[src/rtl/example_pkg.sv]
// Shared types and defaults for the example_unit registered ALU slice.
package example_pkg;

  typedef enum logic [1:0] {
    OP_AND = 2'b00,
    OP_OR  = 2'b01,
    OP_XOR = 2'b10,
    OP_ADD = 2'b11
  } op_e;

  localparam int DEF_WIDTH = 4;

endpackage

[src/rtl/example_logic_unit.sv]
// Combinational operation decode for example_unit; produces result and carry.
// Build option EXAMPLE_SAT_EN: ADD saturates to all ones and flags overflow on carry.
module example_logic_unit
  import example_pkg::*;
#(
  parameter int WIDTH = DEF_WIDTH
) (
  input  logic [WIDTH-1:0] a,
  input  logic [WIDTH-1:0] b,
  input  op_e              op,
  output logic [WIDTH-1:0] result,
  output logic             carry_out
);

  logic [WIDTH:0] sum;

  assign sum = {1'b0, a} + {1'b0, b};

  always_comb begin
    result    = '0;
    carry_out = 1'b0;
    unique case (op)
      OP_AND: result = a & b;
      OP_OR:  result = a | b;
      OP_XOR: result = a ^ b;
      OP_ADD: begin
`ifdef EXAMPLE_SAT_EN
        // Overflow clamps to the largest representable value; carry marks it.
        result    = sum[WIDTH] ? {WIDTH{1'b1}} : sum[WIDTH-1:0];
        carry_out = sum[WIDTH];
`else
        result    = sum[WIDTH-1:0];
        carry_out = sum[WIDTH];
`endif
      end
      default: begin
        result    = '0;
        carry_out = 1'b0;
      end
    endcase
  end

endmodule

[src/rtl/example_unit.sv]
// Registered two-operand logic/arithmetic unit with carry and zero flags.
// Build option EXAMPLE_SAT_EN selects saturating ADD in example_logic_unit.
module example_unit
  import example_pkg::*;
#(
  parameter int WIDTH = DEF_WIDTH
) (
  input  logic             clk,
  input  logic             rst,
  input  logic [WIDTH-1:0] A,
  input  logic [WIDTH-1:0] B,
  input  op_e              op,
  input  logic             valid_i,
  output logic [WIDTH-1:0] C,
  output logic             valid_o,
  output logic             carry,
  output logic             zero
);

  // Handshake: valid_i is accepted on every rising edge it is high (there is
  // no ready); valid_o pulses for exactly one cycle per accepted input, and
  // C/carry/zero hold their last values while valid_i is low.

  logic [WIDTH-1:0] next_result;
  logic             next_carry;

  example_logic_unit #(
    .WIDTH(WIDTH)
  ) u_logic (
    .a        (A),
    .b        (B),
    .op       (op),
    .result   (next_result),
    .carry_out(next_carry)
  );

  always_ff @(posedge clk or posedge rst) begin
    if (rst) begin
      C       <= '0;
      carry   <= 1'b0;
      zero    <= 1'b1;
      valid_o <= 1'b0;
    end else begin
      valid_o <= valid_i;
      if (valid_i) begin
        C     <= next_result;
        carry <= next_carry;
        zero  <= (next_result == '0);
      end
    end
  end

endmodule

[config.mk]
export PLATFORM = sky130hd
export DESIGN_NAME = example_unit
export DESIGN_NICKNAME = d
export VERILOG_FILES = /design/src/rtl/example_pkg.sv /design/src/rtl/example_logic_unit.sv /design/src/rtl/example_unit.sv
export SDC_FILE = /design/constraint.sdc
export NUM_CORES = 1
export LEC_CHECK = 0
export BUFFER_PORTS_ARGS = -buffer_cell sky130_fd_sc_hd__buf_2
export CAP_MARGIN = 20
export CORE_AREA = 5 5 42 44
export DETAILED_ROUTE_END_ITERATION = 6
export DIE_AREA = 0 0 47 49
export PLACE_DENSITY_LB_ADDON = 0.25
export SYNTH_ARGS = -nofsm -noshare
export SYNTH_HDL_FRONTEND = slang
export SYNTH_SLANG_ARGS = --single-unit
[constraint.sdc]
create_clock -name clk -period 1 [get_ports clk]
set_clock_uncertainty 0.15 [all_clocks]
set_input_delay 0.2 -clock clk [delete_from_list [all_inputs] [get_ports clk]]
set_output_delay 0.2 -clock clk [all_outputs]
set_load 0.01 [all_outputs]
# == Word-level counts from Yosys, hierarchy flattened ==
# Cells that the tools add are included.
# classes
mux,2
add_sub_neg,1
bitwise,3
reduce_logical,2
n_eq_ne,3
# ops
op,n
$pmux 4 s4,1
$add 4x4->5,1
$and 4x4->4,1
$eq 2x2->1 const B,2
$logic_not 4->1,1
$or 4x4->4,1
$xor 4x4->4,1
$eq 2x1->1 const B,1
$logic_not 2->1,1
$mux 1,1
# word_totals
word_cells,15
reg_bits,7
input_bits,13
out_inout_bits,7

# == Logic depth before layout (Yosys ltp) ==
# Gate-level depths: netlist of the first run.
# depth
ltp_word,3
depth_mapped,6
depth_no_buf,6

# == Hierarchy ==
# A second synthesis of the first run with hierarchy kept.
# unflattened
cells_unflattened,64
area_unflattened_um2,630.6
# by_module_without_submodules
mod,area_per_inst_um2,cells_each,seq_area_each_um2,instances
example_logic_unit,336.6,48,0.0,1
example_unit,294.0,16,176.4,1

# == Worst setup path before layout of the first run ==
# OpenSTA, ideal clock, no wires.
# synth_path
path_kind,input-to-reg
from,input port A[0]
to,register zero
setup_time_ns,0.096
path_buffers,0
path_slack_ns,-0.995
arrival_ns,1.749
t_required_ns,0.754
cell_stages,5
cell_sequence,ha_1 fa_1 mux4_2 a211o_1 o32ai_1
# synth_between
elab_chain_cells,3
elab_cells_between_ends,6
classes_between,add/sub: 1; mux: 1; bitwise: 3; reduce/logical: 1
# synth_rtl
element,line,source
"start, declared",example_unit.sv:10,"input logic [WIDTH-1:0] A,"
$add 4x4->5 (tied with other cells),example_logic_unit.sv:17,"assign sum = {1'b0, a} + {1'b0, b};"
$pmux 4 s4 (*),example_logic_unit.sv:22,unique case (op)
$logic_not 4->1 (*),example_unit.sv:48,zero <= (next_result == '0);
"end signal, assigned",example_unit.sv:48,
"end, declared",example_unit.sv:17,output logic zero
# Mark *: on every way between the ends. The rest lies on a longest branch, timed or not.
# A chain may end at the register's enable or synchronous reset.

# == Worst setup path in the final report of the first run ==
# Same ends and word-level chain as after synthesis.

==> results.md, run 1 <==
* Post-synthesis simple-gate area fraction at 0.0805
* Syn_area_per_cell at 9.48 um^2
* Min cycle time layout at 1.76 ns
* Most common flop cell mapped by yosys: dfrtp_1
* Final instance area at about 950 um^2
* Wire per inst at 12.5 um
* Synth Area in Adders at 0.215
* Root Driver: clkbuf_4
* Nets at 118
* Slowest CP cell: mux4_2
* LEAKAGE at 0.468 nW
* CTS HTree Levels at 1
* Violations in the final reports: setup timing
* Critical Path AT at around 1.8 ns
* Register area at between 150 and 200 um^2
* Crit Path Class: in -> reg
* Register area share after synthesis at 0.315
* Hold_ws at 0.0140 ns
* Hold crit path type: in -> reg
* Number of flops mapped to enable cells by yosys at 0
* Max Freq at between 500 and 600 MHz
* Final hold violation count at 0
* MaxCap Viol Count at 0
* Initial antenna violation count at 0
* Compound-Gate Fraction of Synth Area at 0.179
* Post-Synth XOR/XNOR Area at 0.0157
* GRT Util Overall at 0.127
* Final period util at 1.76
* RSZ-0062 raised after global routing: true
* Synth top area cells: dfrtp_1, ha_1, inv_1
* Max-slew headroom at 0.817
* Buffers on Ports at 19
* Worst setup EP type: flop
* Crit path launch type: input port
* Yosys top cell area share at 0.268
* Drt first-iter violations at 6
* Largest net degree at the start of global routing at 9
* Area of placed instances at between 700 and 800 um^2
* Drt first pass iters at 2
* Clock sink count at 7
* Final RePlAce weighted congestion at between 0.7 and 0.8
* Slew @ Worst Pin at about 0.27 ns
* N_diodes at 0
* Pins Over Slew Limit at 0
* Mapped Cells at 59
* Crit path cell chain: buf_8 > ha_4 > fa_2 > mux4_2 > a211o_1 > o32ai_2
* Crit path buffers/inverters at 1
* Status: finished, violations left
* Clock transition at the registers of the reported paths at approximately 0.060 ns
* TritonCTS clock tree: built
* Total CTS buffers at 3
* Ys async rst share at 1.00
* Setup WS post-layout at -0.761 ns
* P per Cell Area at 1070 nW/um^2
* Layout area overhead at 69.6%
* Setup Viol. Count Final at 12
* Max incr delay on CP at ~0.47 ns
* Synth cell types at 27
* I/O pin count at 20
* Number of global-route vias before repair at between 500 and 600
* Flops & latches, synth at 7
* DR vias/cell at between 4 and 5
* DIE WIDTH at approximately 47 um
* Required time of the worst setup path at roughly 1.0 ns
* Total Power at a little over 1 mW
* Global route overflow at 0
* Fillers at between 100 and 150
* Multi-input gate area at 429 um^2
* Ys Warns at 0
* CORE AREA at roughly 1400 um^2
* Post-Route Utilization at 0.677
* Crit path max-delay family: adder cells
* Largest family of logic cells by synthesized area: adder cells
* Antenna-violating nets left at 0
* Die ar. at ~2300 um^2
* Worst-path fanout max at 2
* CTS max path bufs at 2
* Via count at ~540
* VDD IR max at roughly 0.6 mV
* Mux cell area share after synthesis at 0.0805
* Post-synth top area cell: dfrtp_1
* Worst skew pair latency at 0.24 ns
* Initial Util at 0.399
* Detailed-route wire length at around 1400 um
* Post-DP HPWL at between 900 and 1000 um
* Layout cells sized above 1 at 0.579
* Mapped cell area at 559 um^2
* First-pass GRT wire length at around 2200 um
* Residual DRC count at 0
* Die height at ~50 um
* Post-Syn Nets at between 80 and 90
* Row count at 14
==> stage by stage <==
step / TNS (ns) / cells / worst slack (ns)
3_3_place_gp: -3.95 / 101 / -1.04
6_report: -3.16 / 111 / -0.761
5_1_grt: -3.54 / 111 / -0.810
4_1_cts: -3.21 / 110 / -0.761
3_5_place_dp: -4.07 / 101 / -1.06
2_1_floorplan: -2.71 / 59 / -0.866
==> power by group <==
part | internal (mW) | leakage [nW] | switching [mW]
sequential | 0.319 | 0.0814 | 0.0185
combinational | 0.239 | 0.372 | 0.182
clock | 0.152 | 0.0150 | 0.101
==> cell usage after synthesis (2+ instances only) <==
cell and n:
nor2_1 2, o21ai_0 2, inv_1 13, nand2_1 2
o211ai_1 2, a211oi_1 2, ha_1 8, mux2_2 2
a21oi_1 3, dfrtp_1 6
==> final timing paths <==
path	end	start	slack (ns)	depth (start not counted)
max in group asynchronous	zero	rst	0.15	3
min reg2reg	zero	zero	0.34	2
min in group asynchronous	valid_o	rst	0.27	3
min	valid_o	valid_i	0.01	1
max reg2reg	C[2]	C[2]	-0.06	3
max	zero	A[0]	-0.76	6
==> area by class of cell <==
type / instances / area share
Timing Repair Buffer: 34 / 0.261
Multi-Input combinational cell: 37 / 0.453
Sequential cell: 7 / 0.186
Clock buffer: 4 / 0.0277
Inverter: 13 / 0.0515
Tap cell: 16 / 0.0211
==> metal layers <==
metal | vias up | share of wire | GRT usage
li1 | 273 | - | -
met1 | 249 | 0.42 | 0.137
met2 | 15 | 0.52 | 0.222
met3 | 4 | 0.035 | 0.0185
met4 | 0 | 0.021 | 0.0691
met5 | - | 0 | 0
==> sequential cells by signal, summed over array words and instances, names as in the netlist <==
| name | count |
|---|---|
| C | 4 |
| carry | 1 |
| valid_o | 1 |
| zero | 1 |
==> cells in the final DEF, fill, tap and decap left out, drive strengths merged, types with 3 or more instances in the layout <==
| cell type | synthesis | layout |
|---|---|---|
| a21oi | 3 | 3 |
| inv | 13 | 13 |
| dfrtp | 6 | 6 |
| clkbuf | 1 | 4 |
| buf | 1 | 33 |
| ha | 8 | 8 |
==> cells by family after synthesis <==
logic type / count (synthesis)
buf+inv: 15
mux: 3
fa+ha+maj: 9
xor+xnor: 1
compound gates: 15
flops: 7
simple gates: 9
==> what timing repair did <==
action                                  CTS  global route
gates resized for setup                  12            14
pin swaps                                 2             6
setup buffers                             4             1
endpoints found under the setup margin   13            13
hold buffers                              1             0
endpoints found under the hold margin     7             0
(Power assumes the default switching activity.)
==> run 2: changes to the inputs <==
Settings changed: PLACE_DENSITY set to 0.73, PLACE_DENSITY_LB_ADDON 0.25 to unset.
==> run 2 against run 1 <==
  * The run still ends with setup timing left
  * Sequential share of layout area grew 0.40 points
  * Design area fell by 2.1%
  * Utilization decreased by 1.4 points
==> results.md, run 2 (synthesis results as in run 1) <==
* Violations in the final reports: setup timing
* Hold crit path type: in -> reg
* Initial Util at 0.399 (unchanged)
* Final instance area at 928 um^2 (-2.1%)
* Slew @ Worst Pin at 0.275 ns (+0.00173 ns)
* CTS max path bufs at 2 (unchanged)
* Area of placed instances at 751 um^2 (unchanged)
* RSZ-0062 raised after global routing: true
* Sw frac at 0.305 (+0.00738)
* P per Cell Area at 1070 nW/um^2 (+0.45%)
* Detailed-route wire length at 1320 um (-4.6%)
* Post-Route Utilization at 0.663 (-0.0143)
* Logic pwr share at 0.400 (-0.017)
* Worst setup EP type: flop
* CORE AREA at 1400 um^2 (unchanged)
* MaxCap Viol Count at 0 (unchanged)
* DIE WIDTH at 47 um (unchanged)
* Pins Over Slew Limit at 0 (unchanged)
* Row count at 14 (unchanged)
* First-pass GRT wire length at 2200 um (+0.96%)
* Layout cells sized above 1 at 0.558 (-0.0211)
* Reg with most FFs: C
* Multi-input gate area at 425 um^2 (-0.87%)
* Status: finished, violations left
* Clock sink count at 7 (unchanged)
* Fillers at 122 (+5.2%)
* Register area at 176 um^2 (unchanged)
* Most frequent cells in the layout: buf_2, buf_4, inv_1
* Nets at 118 (unchanged)
* TritonCTS clock tree: built
* Number of global-route vias before repair at 549 (-2.3%)
* Switch Pwr at 0.304 mW (+0.77%)
* Min cycle time layout at 1.75 ns (-0.0135 ns)
* Number of flip-flops in the largest register at 4 (unchanged)
* Drt first pass iters at 3 (+1)
* Worst skew pair latency at 0.25 ns (about the same)
* DR vias/cell at 4.76 (-2.4%)
* Cell internal pwr at 0.691 mW (-2.7%)
* Setup Viol. Count Final at 12 (unchanged)
* LEAKAGE at 0.463 nW (-1.1%)
* Die ar. at 2300 um^2 (unchanged)
* Buffers on Ports at 19 (unchanged)
* Worst-path fanout max at 2 (unchanged)
* CTS HTree Levels at 1 (unchanged)
* Residual DRC count at 0 (unchanged)
* Drt first-iter violations at 3 (-3)
* Crit Path Class: in -> reg
* Final hold violation count at 0 (unchanged)
* Largest net degree at the start of global routing at 10 (+1)
* Global route overflow at 0 (unchanged)
* Clock transition at the registers of the reported paths at 0.05 ns (about the same)
* Total Power at 0.995 mW (-1.7%)
* Critical Path AT at 1.76 ns (about the same)
* Via count at 528 (-2.4%)
* Final RePlAce weighted congestion at 0.788 (+7.6%)
* VDD IR max at 0.516 mV (-14%)
* Antenna-violating nets left at 0 (unchanged)
* Layout area overhead at 66.0%
* Total CTS buffers at 3 (unchanged)
* GRT Util Overall at 0.134 (+0.00691)
* Reg power frac at 0.336 (+0.003)
* Wire per inst at 11.9 um (-4.6%)
* Max-slew headroom at 0.816 (about the same)
* N_diodes at 0 (unchanged)
* Clk pwr share at 0.265 (+0.015)
* Root Driver: clkbuf_4
* Setup WS post-layout at -0.747 ns (+0.0135 ns)
* Post-DP HPWL at 1020 um (+3.2%)
* Crit path launch type: input port
* Pre-CTS WS at -1.06 ns (-0.00146 ns)
* Die height at 49 um (unchanged)
* Final period util at 1.75 (-0.0135)
* Max Freq at 572 MHz (+0.77%)
* I/O pin count at 20 (unchanged)
* Initial antenna violation count at 0 (unchanged)
* Required time of the worst setup path at 1.02 ns (about the same)
run 2: repair_timing:
action                     CTS  global route
setup endpoints to repair   13            13
hold buffers                 1             0
hold endpoints to repair     7             0
gates resized for setup     14             9
buffers inserted             5             2
pin swaps                    5             5
run 2: metrics by stage:
step | setup TNS (ns) | cells | hold WS (ns)
floorplan | -2.71 | 59 | -0.147
global placement | -3.94 | 101 | -0.0202
detailed placement | -4.05 | 101 | -0.00124
CTS | -3.28 | 111 | 0.00429
global route | -3.53 | 111 | 0.00139
finish | -3.13 | 111 | 0.00659
run 2: path summary, 6_finish.rpt:
check                           slack (ns)  endpoint  depth (start not counted)    start
worst max-delay path                 -0.75      zero                          6     A[0]
worst min-delay path                 0.007   valid_o                          1  valid_i
worst max register to register       -0.02      C[3]                          2     C[3]
worst min register to register        0.35      zero                          2     zero
max in group asynchronous             0.15      zero                          3      rst
min in group asynchronous             0.27      C[3]                          3      rst
run 2: layout make-up:
type | instances | share of cell area
flip-flops and latches | 7 | 0.190
clock buffers | 4 | 0.0283
well taps | 16 | 0.0216
repair buffers | 34 | 0.249
inverters | 13 | 0.0526
multi-input cells | 37 | 0.458
run 2: worst max-delay path: stages:
cell     delay, ns
buf_6         0.10
ha_4          0.15
fa_2          0.40
mux4_2        0.47
a211o_1       0.25
o32ai_2       0.19
run 2: layer usage:
layer  part of all wire  vias to the layer above  GRT usage
met5                  0                        -          0
met4              0.016                        0     0.0968
met3              0.040                        2     0.0221
met2               0.54                       12      0.231
met1               0.41                      244      0.135
li1                   -                      270          -
run 2: power by group through the flow:
stage | logic, mW | registers, mW | clock network (mW)
floorplan | 0.145 | 0.356 | 0
global placement | 0.276 | 0.338 | 0
detailed placement | 0.285 | 0.340 | 0
CTS | 0.369 | 0.334 | 0.271
global route | 0.436 | 0.338 | 0.283
finish | 0.398 | 0.334 | 0.263
==> run 3: changes to the inputs <==
Settings changed: CORE_AREA 5 5 42 44 to 5 5 43 45, DIE_AREA 0 0 47 49 to 0 0 48 50, PLACE_DENSITY 0.73 to 0.76, SYNTH_HIERARCHICAL set to 1.
==> run 3 against run 2 <==
  * The run still ends with setup timing left
  * Final cell count up 9.0%
  * Worst setup slack gained 0.17 ns
  * Register-to-register slack got worse by 0.02 ns
  * Combinational power is 22% higher
  * First-iteration DRC count down 67%
  * Non-clock buffer count up 6
  * Worst hold slack better by 0.031 ns
  * Highest routed layer unchanged
==> results.md, run 3 <==
* HP Start: valid_i
* Critical Path AT at 1.56 ns (-0.20 ns)
* Most frequent cells in the layout: buf_4, buf_2, buf_6
* Violations in the final reports: setup timing
* Worst setup EP type: flop
* Buffers on Ports at 19 (unchanged)
* Mapped Cells at 64 (+8.5%)
* Number of flip-flops in the largest register at 4 (unchanged)
* Initial Util at 0.439 (+0.0399)
* RSZ-0062 raised after global routing: true
* Crit path launch type: input port
* Clock sink count at 7 (unchanged)
* N_diodes at 0 (unchanged)
* Register area share after synthesis at 0.280 (-0.0357)
* CTS max path bufs at 2 (unchanged)
* Worst-path fanout max at 2 (unchanged)
* Final hold violation count at 0 (unchanged)
* Switch Pwr at 0.307 mW (+1.1%)
* Row count at 14 (unchanged)
* Flops & latches, synth at 7 (unchanged)
* Nets at 128 (+8.5%)
* Reg2reg setup slack at -0.04 ns (-0.02 ns)
* Largest net degree at the start of global routing at 10 (unchanged)
* DIE WIDTH at 48 um (+2.1%)
* Pins Over Slew Limit at 0 (unchanged)
* Root Driver: clkbuf_4
* VDD IR max at 0.389 mV (-25%)
* Commonest non-fill, non-tap cell in the layout: buf_4
* Post-Syn Nets at 86 (+6.2%)
* Synth cell types at 20 (-26%)
* Clock transition at the registers of the reported paths at 0.05 ns (about the same)
* MaxCap Viol Count at 0 (unchanged)
* Residual DRC count at 0 (unchanged)
* Drt first-iter violations at 1 (-2)
* Reg power frac at 0.315 (-0.021)
* Post-DP HPWL at 1040 um (+2.2%)
* Logic pwr share at 0.451 (+0.051)
* Global route overflow at 0 (unchanged)
* Layout cells sized above 1 at 0.667 (+0.109)
* P per Cell Area at 985 nW/um^2 (-8.1%)
* Required time of the worst setup path at 0.98 ns (-0.04 ns)
* Detailed-route wire length at 1430 um (+8.4%)
* Total Power at 1.08 mW (+8.1%)
* Initial antenna violation count at 0 (unchanged)
* Crit path cell chain: buf_8 > inv_6 > ha_4 > a211oi_2 > or3_1 > o211a_1 > buf_4 > mux2_4
* Die height at 50 um (+2.0%)
* Area of placed instances at 835 um^2 (+11%)
* LEAKAGE at 0.531 nW (+15%)
* Final instance area at 1090 um^2 (+18%)
* Fillers at 93 (-24%)
* Drt first pass iters at 3 (unchanged)
* Worst R2R End: C[1]
* Hold crit path type: in -> reg
* Post-synth top area cell: dfrtp_1
* Max Freq at 632 MHz (+11%)
* RR Startpoint: C[1]
* Most common cell in the netlist: inv_1
* Wire per inst at 11.8 um (-0.56%)
* Max incr delay on CP at 0.38 ns (-0.09 ns)
* Synth top area cells: dfrtp_1, ha_1, mux2_4
* Number of global-route vias before repair at 597 (+8.7%)
* Number of flops mapped to enable cells by yosys at 0 (unchanged)
* Status: finished, violations left
* Final RePlAce weighted congestion at 0.745 (-5.5%)
* Crit Path Class: in -> reg
* DR vias/cell at 4.85 (+2.0%)
* Mapped cell area at 631 um^2 (+13%)
* Layout area overhead at 73.2%
* First-pass GRT wire length at 2200 um (unchanged)
* Cell internal pwr at 0.769 mW (+11%)
* CTS HTree Levels at 1 (unchanged)
* Critical path origin: A[1]
* Worst r2r path cells at 2 (unchanged)
* I/O pin count at 20 (unchanged)
* Setup Viol. Count Final at 13 (+1)
* Most common flop cell mapped by yosys: dfrtp_1
* Max-slew headroom at 0.837 (+0.0205)
* CORE AREA at 1440 um^2 (+2.5%)
* CP endpoint: C[3]
* Clk pwr share at 0.234 (-0.031)
* Min cycle time layout at 1.58 ns (-0.166 ns)
* Final period util at 1.58 (-0.166)
* Ys async rst share at 1.00 (unchanged)
* Worst skew pair latency at 0.25 ns (about the same)
* Reg with most FFs: C
* Die ar. at 2400 um^2 (+4.2%)
* Post-Route Utilization at 0.760 (+0.0980)
* Top cells by count, synth: inv_1, ha_1, o21ai_0, dfrtp_1, mux2_4
* Antenna-violating nets left at 0 (unchanged)
* Sw frac at 0.285 (-0.0200)
* Yosys top cell area share at 0.238 (-0.0304)
* Slew @ Worst Pin at 0.245 ns (-0.0308 ns)
* Syn_area_per_cell at 9.85 um^2 (+3.9%)
* GRT Util Overall at 0.127 (-0.00705)
* TritonCTS clock tree: built
* Via count at 587 (+11%)
* Total CTS buffers at 3 (unchanged)
* Setup WS post-layout at -0.581 ns (+0.166 ns)
* Final setup TNS at -3.31 ns (-0.179 ns)
* Ys Warns at 6 (+6)
* Slowest CP cell: or3_1
run 3: cell count changes after synthesis, moves of 2 or more:
cell	before	now
buf_6	1	3
inv_1	13	11
mux2_2	2	0
mux2_4	0	6
nand2_1	2	5
nor2_1	2	0
nor2b_1	1	5
o21ai_0	2	7
run 3: layer usage:
metal  track usage  wire length (um)
met2         0.227               784
met3        0.0145                89
met5             0                 0
met1         0.119               524
met4        0.0987                35
run 3: worst min-delay path by stage:
stage,to,slack (ns),cells after the start
after floorplan,C[0],-0.15,1
after global placement,C[3],-0.03,2
after detailed placement,carry,-0.02,2
after CTS,valid_o,0.03,1
after global routing,valid_o,0.03,1
final,valid_o,0.04,1
run 3: repair_timing:
item | in CTS | in global routing
pin swaps | 12 | 10
cloned | 0 | 0
hold buffers | 1 | 0
endpoints found under the hold margin | 7 | 0
setup endpoints to repair | 13 | 13
gates resized for setup | 31 | 9
setup buffers | 7 | 2
run 3: power groups by stage:
stage | logic (mW) | registers, mW | clock network [mW]
2_1_floorplan | 0.187 | 0.359 | 0
3_3_place_gp | 0.322 | 0.342 | 0
3_5_place_dp | 0.334 | 0.342 | 0
4_1_cts | 0.452 | 0.335 | 0.263
5_1_grt | 0.532 | 0.342 | 0.278
6_report | 0.486 | 0.339 | 0.252
run 3: cell type report:
cell class                      count  area (um^2)  share of cell area
Clock buffer                        4         26.3              0.0241
Multi-Input combinational cell     43          468               0.428
Timing Repair Buffer               40          348               0.318
Tap cell                           16         20.0              0.0183
Sequential cell                     7          176               0.162
Inverter                           11         53.8              0.0493
run 3: per-stage QoR:
step / setup slack, ns / hold WS [ns] / std cells
CTS: -0.587 / 0.0329 / 119
detailed placement: -0.895 / -0.0203 / 107
global placement: -0.837 / -0.0287 / 107
finish: -0.581 / 0.0380 / 121
global route: -0.608 / 0.0342 / 121
floorplan: -0.690 / -0.147 / 64
run 3: logic make-up after synthesis:
family,after synthesis,share of synthesized area
AOI/OAI and AO/OA,12,0.111
xor gates and xnor gates,1,0.0139
adders and majority gates,9,0.190
buffers and inverters,14,0.119
DFF,7,0.280
muxes,7,0.159
and+or+nand+nor,14,0.127
run 3: critical path: cells and delay by family:
family | cells | cell delay (ns)
adder cells (fa/ha/maj) | 1 | 0.25
multiplexers | 1 | 0.25
AO/OA/AOI/OAI | 2 | 0.22
buffers and inverters | 3 | 0.25
AND/OR/NAND/NOR | 1 | 0.38
